**src/rtl/uart_cmd_sender.sv**
```systemverilog
// Sends a latched 24-bit command as three back-to-back 8N1 UART frames (MSB byte first)
// and independently receives 8N1 response bytes on RX.
module uart_cmd_sender #(
  parameter int CLKS_PER_BIT = 2604
) (
  input  logic        clk,
  input  logic        rst,
  input  logic        snd_cmd,
  input  logic [23:0] cmd,
  output logic        TX,
  output logic        busy,
  output logic        cmd_sent,
  input  logic        RX,
  output logic [7:0]  resp,
  output logic        resp_rdy,
  input  logic        clr_resp_rdy
);

  localparam int BW = (CLKS_PER_BIT > 1) ? $clog2(CLKS_PER_BIT) : 1;
  localparam logic [BW-1:0] BAUD_MAX = BW'(CLKS_PER_BIT - 1);
  localparam logic [BW-1:0] BAUD_HALF = BW'(CLKS_PER_BIT / 2 - 1);

  typedef enum logic {
    TX_IDLE,
    TX_SHIFT
  } tx_state_t;

  typedef enum logic [1:0] {
    RX_IDLE,
    RX_START,
    RX_DATA,
    RX_STOP
  } rx_state_t;

  // ---------------------------------------------------------------- transmit
  tx_state_t       tx_state;
  logic [23:0]     cmd_reg;
  logic [1:0]      byte_cnt;
  logic [3:0]      bit_cnt;
  logic [BW-1:0]   tx_baud;
  logic [7:0]      cur_byte;
  logic            tx_accept;

  assign tx_accept = (tx_state == TX_IDLE) && snd_cmd;

  // NOTE: every signal assigned in always_comb gets a default first, so no latch is inferred.
  always_comb begin
    cur_byte = cmd_reg[23:16];
    case (byte_cnt)
      2'd1:    cur_byte = cmd_reg[15:8];
      2'd2:    cur_byte = cmd_reg[7:0];
      default: cur_byte = cmd_reg[23:16];
    endcase
  end

  // TX always holds the level of the bit being sent; the next level is loaded as a bit ends.
  // NOTE: sequential state uses non-blocking assignments so all flops update from pre-edge values.
  always_ff @(posedge clk or posedge rst) begin
    if (rst) begin
      tx_state <= TX_IDLE;
      cmd_reg  <= '0;
      byte_cnt <= '0;
      bit_cnt  <= '0;
      tx_baud  <= '0;
      TX       <= 1'b1;
      busy     <= 1'b0;
      cmd_sent <= 1'b0;
    end else begin
      cmd_sent <= 1'b0;
      case (tx_state)
        TX_IDLE: begin
          if (snd_cmd) begin
            cmd_reg  <= cmd;
            tx_state <= TX_SHIFT;
            busy     <= 1'b1;
            TX       <= 1'b0;
            byte_cnt <= '0;
            bit_cnt  <= '0;
            tx_baud  <= '0;
          end
        end
        TX_SHIFT: begin
          if (tx_baud == BAUD_MAX) begin
            tx_baud <= '0;
            if (bit_cnt == 4'd9) begin
              bit_cnt <= '0;
              if (byte_cnt == 2'd2) begin
                byte_cnt <= '0;
                tx_state <= TX_IDLE;
                busy     <= 1'b0;
                cmd_sent <= 1'b1;
                TX       <= 1'b1;
              end else begin
                byte_cnt <= byte_cnt + 2'd1;
                TX       <= 1'b0;
              end
            end else begin
              bit_cnt <= bit_cnt + 4'd1;
              TX      <= (bit_cnt == 4'd8) ? 1'b1 : cur_byte[bit_cnt[2:0]];
            end
          end else begin
            tx_baud <= tx_baud + BW'(1);
          end
        end
        default: tx_state <= TX_IDLE;
      endcase
    end
  end

  // ----------------------------------------------------------------- receive
  rx_state_t       rx_state;
  logic            rx_meta;
  logic            rx_sync;
  logic            rx_prev;
  logic [BW-1:0]   rx_baud;
  logic [2:0]      rx_bit;
  logic [7:0]      rx_shift;

  always_ff @(posedge clk or posedge rst) begin
    if (rst) begin
      rx_meta <= 1'b1;
      rx_sync <= 1'b1;
      rx_prev <= 1'b1;
    end else begin
      rx_meta <= RX;
      rx_sync <= rx_meta;
      rx_prev <= rx_sync;
    end
  end

  always_ff @(posedge clk or posedge rst) begin
    if (rst) begin
      rx_state <= RX_IDLE;
      rx_baud  <= '0;
      rx_bit   <= '0;
      rx_shift <= '0;
      resp     <= 8'h00;
      resp_rdy <= 1'b0;
    end else begin
      if (clr_resp_rdy || tx_accept) resp_rdy <= 1'b0;
      case (rx_state)
        RX_IDLE: begin
          rx_baud <= '0;
          rx_bit  <= '0;
          if (rx_prev && !rx_sync) rx_state <= RX_START;
        end
        RX_START: begin
          if (rx_baud == BAUD_HALF) begin
            rx_baud  <= '0;
            rx_state <= rx_sync ? RX_IDLE : RX_DATA;
          end else begin
            rx_baud <= rx_baud + BW'(1);
          end
        end
        RX_DATA: begin
          if (rx_baud == BAUD_MAX) begin
            rx_baud  <= '0;
            rx_shift <= {rx_sync, rx_shift[7:1]};
            rx_bit   <= rx_bit + 3'd1;
            if (rx_bit == 3'd7) rx_state <= RX_STOP;
          end else begin
            rx_baud <= rx_baud + BW'(1);
          end
        end
        RX_STOP: begin
          if (rx_baud == BAUD_MAX) begin
            rx_baud  <= '0;
            rx_state <= RX_IDLE;
            // Placed after the clear above so a simultaneous set takes priority.
            if (rx_sync) begin
              resp     <= rx_shift;
              resp_rdy <= 1'b1;
            end
          end else begin
            rx_baud <= rx_baud + BW'(1);
          end
        end
        default: rx_state <= RX_IDLE;
      endcase
    end
  end

endmodule

```
**config.mk**
```make
export PLATFORM = sky130hd
export DESIGN_NAME = uart_cmd_sender
export DESIGN_NICKNAME = d
export VERILOG_FILES = /design/src/rtl/uart_cmd_sender.sv
export SDC_FILE = /design/constraint.sdc
export NUM_CORES = 1
export LEC_CHECK = 0
export BUFFER_PORTS_ARGS = -buffer_cell sky130_fd_sc_hd__buf_2
export CAP_MARGIN = 10
export CORE_AREA = 2 2 91 136
export DETAILED_ROUTE_END_ITERATION = 6
export DIE_AREA = 0 0 93 138
export GPL_TIMING_DRIVEN = 1
export PLACE_DENSITY = 0.61
export SLEW_MARGIN = 20
export SYNTH_ARGS = -nofsm -noshare
export SYNTH_HDL_FRONTEND = slang
export SYNTH_SLANG_ARGS = --single-unit
```
**constraint.sdc**
```tcl
create_clock -name clk -period 3.5 [get_ports clk]
set_clock_uncertainty 0.05 [all_clocks]
set_input_delay 0.7 -clock clk [delete_from_list [all_inputs] [get_ports clk]]
set_output_delay 0.7 -clock clk [all_outputs]
set_load 0.01 [all_outputs]
```
Word level (Yosys, flattened, before mapping)
Index checks and enable logic that the tools add are counted.
{ "totals": {"memories": 0, "latch_bits": 0, "elab_cells": 109, "regBits": 83, "romBits": 0, "mem_bits_rw": 0} }
{ "op_classes": {"n_eq_ne": 20, "n_div": 0, "multipliers": 0, "bitwise_logic": 1, "magnitude_cmp": 1, "reduce_logical": 15, "shifts": 0, "muxes": 50, "add_sub_neg": 5} }
{ "op_table": {"columns": ["cell", "n"], "rows": [
  ["2-to-1 mux 12 bit", 4],
  ["case mux 12 bit (3 select lines)", 1],
  ["adder 12 x 1 -> 12 bit (second input constant)", 2],
  ["== test 12 bit (second input constant)", 2],
  ["case mux 12 bit (2 select lines)", 1],
  ["2-to-1 mux 1 bit", 21],
  ["2-to-1 mux 2 bit", 10],
  ["case mux 8 bit (2 select lines)", 1],
  ["== test 12 x 11 -> 1 bit (second input constant)", 1],
  ["2-to-1 mux 4 bit", 3],
  ["!= test 2 bit (second input constant)", 6],
  ["== test 4 bit (second input constant)", 2],
  ["case mux 2 bit (4 select lines)", 1],
  ["case mux 4 bit (2 select lines)", 1],
  ["AND reduction 2 bit", 4],
  ["== test 2 bit (second input constant)", 3],
  ["!= test 2 x 1 -> 1 bit (second input constant)", 3],
  ["case mux 1 bit (2 select lines)", 3],
  ["case mux 3 bit (2 select lines)", 1],
  ["AND reduction 3 bit", 2],
  ["AND reduction 5 bit", 1],
  ["adder 4 x 1 -> 4 bit (second input constant)", 1],
  ["== test 2 x 1 -> 1 bit (second input constant)", 2],
  ["< comparator 3 x 4 -> 1 bit (second input constant)", 1],
  ["14 further kinds", 15]
]} }

Logic depth before layout (Yosys ltp)
{ "logic_depth": {"depth_word": 8, "ltp_mapped": 8, "ltp_nobuf": 7} }

Least setup slack after synthesis
No wires, ideal clock.
{ "synth_path": {"kind": "register to register", "startpoint": "register byte_cnt[0]", "endpoint": "register TX", "synth_period_minus_slack_ns": 1.743, "path_buffers": 1, "path_slack_ns": 1.757, "stages_incl_launch_ff": 8, "t_arrival_ns": 1.604, "path_cell_list": "dfrtp_1 -> inv_1 -> ha_1 -> clkbuf_1 -> a221o_1 -> a21o_1 -> a221oi_1 -> o21ai_0"} }
{ "synth_via": {"elab_chain_cells": 8, "word_cells_on_any_way": 10, "classes_between": "eq/ne: 2; mux: 8"} }
{ "synth_lines": {"columns": ["element", "line", "text"], "rows": [
  ["start: declaration", "38", "logic [1:0] byte_cnt;"],
  ["start signal: assignment", "94", "byte_cnt <= byte_cnt + 2'd1;"],
  ["== test 2 bit / == test 2 x 1 -> 1 bit (equally long branches)", "49, 87", null],
  ["case mux 8 bit (2 select lines)", "49", "case (byte_cnt)"],
  ["binary-select mux 1 bit (select 3 bit)", "99", "TX <= (bit_cnt == 4'd8) ? 1'b1 : cur_byte[bit_cnt[2:0]];"],
  ["2-to-1 mux 1 bit (not written as such)", "99", null],
  ["2-to-1 mux 1 bit", "99", null],
  ["2-to-1 mux 1 bit (*)", "85", "if (bit_cnt == 4'd9) begin"],
  ["2-to-1 mux 1 bit (*)", "83", "if (tx_baud == BAUD_MAX) begin"],
  ["case mux 1 bit (2 select lines) (*)", "70", "case (tx_state)"],
  ["end signal: assignment", "99", null],
  ["end: declaration", "10", "output logic TX,"]
]} }
Every way passes the cells marked *; elsewhere a longest branch is shown, timed or not. The select of a mux whose other input is x is not followed.
A chain may end at the register's enable or synchronous reset.

==> impl_metrics.csv <==
group,metric,value,unit
setup_path,reg2reg_depth,7,
worst_hold_path,hold_path_depth,0,
clocking,clk_latency,0.34,ns
yosys,synth-seq-cells,83,
yosys,ys_top_cells_by_count,"79 x dfrtp_1, 42 x mux2_2, 27 x o21ai_0, 24 x nor2_1, 19 x nand2_1",
setup_path,crit_required,3.67,ns
floorplanning,die_x,93,um
grt,grt_pass1_vias,2865,
place,dpl.hpwl,5.63,mm
clocking,h-tree-depth,3,
flow_run,drv_cap,0,
sta,hold_viol_final,0,
route,wl_per_cell,14.8,um
clocking,path_clk_slew,0.06,ns
floorplanning,core,11800,um^2
yosys,synth_area,3980,um^2
floorplanning,initial_core_util,33.8,%
sta,setup_viol_count_final,0,
setup_path,crit_buf_inv,1,
route,routed_wl,7.87,mm
grt,grt_max_degree,36,
yosys,yosys_most_used_dff,"dfrtp_1",
floorplanning,num_io_pins,41,
clocking,clock_path_buffers,2,
setup_path,critPathMaxStageDelay,0.51,ns
setup_path,cp-end-kind,"register",
worst_hold_path,min_from,"rx_meta$_DFF_PP1_",
sta,max_slew_margin,32.2,%
clocking,cts_hold_buffers,0,
route,drt-initial-drc-count,135,
sta,fmax,0.453,GHz
route,firstDrtPassIters,4,
floorplanning,row_count,49,
clocking,cts_tree,"done",
sta,rsz0062_at_grt,"no",
finish,final_cell_area,4650,um^2
sta,fin_crit_sh,63.1,%
power,static-leakage-power,2.13,nW
worst_hold_path,min_to,"rx_sync$_DFF_PP1_",
sta,tns,0,ns
sta,fin_crit,2.21,ns
grt,grtUsageTotal,13.2,%
yosys,postSynthAreaPerCell,11.8,um^2
floorplanning,die_h,138,um
clocking,cts_buffers,9,
sta,fin_hold_ws,0.308,ns
yosys,synth_edf_count,0,
power,powerDensity,564,nW/um^2
setup_path,r2r_setup_slack,1.29,ns
status,status,"finished clean",
yosys,ys_seq_area_share,52.3,%
sta,worstMarginPinSlew,1.01,ns
worst_hold_path,hp-class,"reg2reg",
setup_path,startpoint_type,"register",
grt,grt_first_pass_wirelength,13.6,mm
setup_path,r2r_start,"rx_baud[1]$_DFF_PP0_",
grt,overflow,0,
finish,drive_gt1_share,32.6,%
clocking,clockRootBuffer,"clkbuf_16",
setup_path,arrival,2.38,ns
yosys,synth_nets,373,
setup_path,cp_max_fo,14,
yosys,async_reset_ff_share,100,%
yosys,netlist.area_leader.share,49.7,%
yosys,postSynthCellCount,336,
route,viasPerCell,5.03,
route,num_vias,2681,
yosys,yosys_warnings,0,
setup_path,setup.worst_path.class,"reg2reg",
sta,worst_slack,1.29,ns
yosys,synth_cell_types,55,
grt,antenna_found_initial,0,
place,place_area,4330,um^2
finish,nets,412,
sta,maxSlewViolCount,0,
route,drtAntennaViolNets,0,
floorplanning,die_area,12800,um^2
finish,largest_reg_flops,24,
clocking,clock_sinks,83,
finish,area_delta_synth_final,16.9,%
yosys,yosys.area.top_type,"dfrtp_1",
setup_path,crit_slowest_cell,"a21oi_2",
clocking,cts_resized,0,
finish,fillers,1175,
setup_path,path_cells,"inv_1 -> ha_1 -> nor4bb_1 -> a41oi_1 -> a21oi_2 -> nand2_1 -> mux2_4",
setup_path,cp_top_family,"compound AO/OA/AOI/OAI gates",
place,post-place-ws,1.29,ns
yosys,synthTopCellsByArea,"dfrtp_1 50%, mux2_2 12%, o21ai_0 3.4%, dfstp_2 2.6%, ha_1 2.5%",
place,io_buffer_count,40,
place,routabilityCongestion,0.789,
clocking,postCtsSetupRepairBufs,0,
yosys,synth.most_common_cell,"dfrtp_1",
finish,antenna_cells,0,
power,ir_worst_vdd,0.000318,V
route,drc,0,
final cells by class:
class | count | area [um^2] | share of cell area [%]
tap | 153 | 191 | 4.11
clock inverter | 6 | 88.8 | 1.91
clock buffer | 10 | 239 | 5.14
sequential | 83 | 2080 | 44.7
inverter | 8 | 31.3 | 0.672
multi-input combinational | 230 | 1800 | 38.6
timing repair buffer | 43 | 223 | 4.79
cells by family after synthesis:
kind of cell,after synthesis,synth area share (%)
AO/OA/AOI/OAI,63,10.9
XOR/XNOR,15,3.30
adder cells (fa/ha/maj),8,2.51
buffers and inverters,23,2.61
flip-flops,83,52.3
multiplexers,45,13.1
AND/OR/NAND/NOR,99,15.3
metal layers:
layer  up-vias  global-route usage (%)  share of wire [%]
li1       1285                       -                  -
met2        47                    22.7                 53
met5         -                       0                  0
met1      1333                    15.3                 42
met4         0                    6.19                2.2
met3        16                    2.89                3.0
stage by stage:
step	cells	total power [mW]	util (%)
floorplan	336	1.52	-
global placement	517	1.61	36.7
detailed placement	517	1.63	36.7
CTS	533	2.66	39.5
global route	533	2.76	39.5
finish	533	2.62	39.5
worst max path at each step:
stage / endpoint / startpoint / cells after the start / slack, ns
finish: register / rx_baud[1]$_DFF_PP0_ / 7 / 1.29
CTS: register / rx_baud[1]$_DFF_PP0_ / 7 / 1.28
global placement: register / rx_baud[1]$_DFF_PP0_ / 7 / 1.43
global route: register / rx_baud[1]$_DFF_PP0_ / 7 / 1.13
detailed placement: register / rx_baud[1]$_DFF_PP0_ / 7 / 1.29
floorplan: asynchronous set/reset pin / rst / 1 / 0.62
worst register-to-register path: stages, from the launching register on:
cell and delay (ns):
dfrtp_1 0.40, inv_1 0.07, ha_1 0.13, nor4bb_1 0.29
a41oi_1 0.17, a21oi_2 0.51, nand2_1 0.16, mux2_4 0.32
power breakdown:
group | internal [mW] | switching (mW)
Combinational | 0.188 | 0.182
Sequential | 1.08 | 0.162
Clock | 0.643 | 0.369
Total | 1.91 | 0.713
layout by cell type, fill, tap and decap left out, types with 6 or more instances in the layout:
master and instances:
dfrtp_1 79, mux2_2 42, buf_2 40, o21ai_0 27, nor2_1 24, nand2_1 19, nand3_1 9, clkbuf_16 9
xor2_1 8, ha_1 8, and3_1 7, inv_1 7, xnor2_1 7, a21oi_1 6, a221oi_1 6, nand2b_1 6
(Power assumes the default switching activity.)
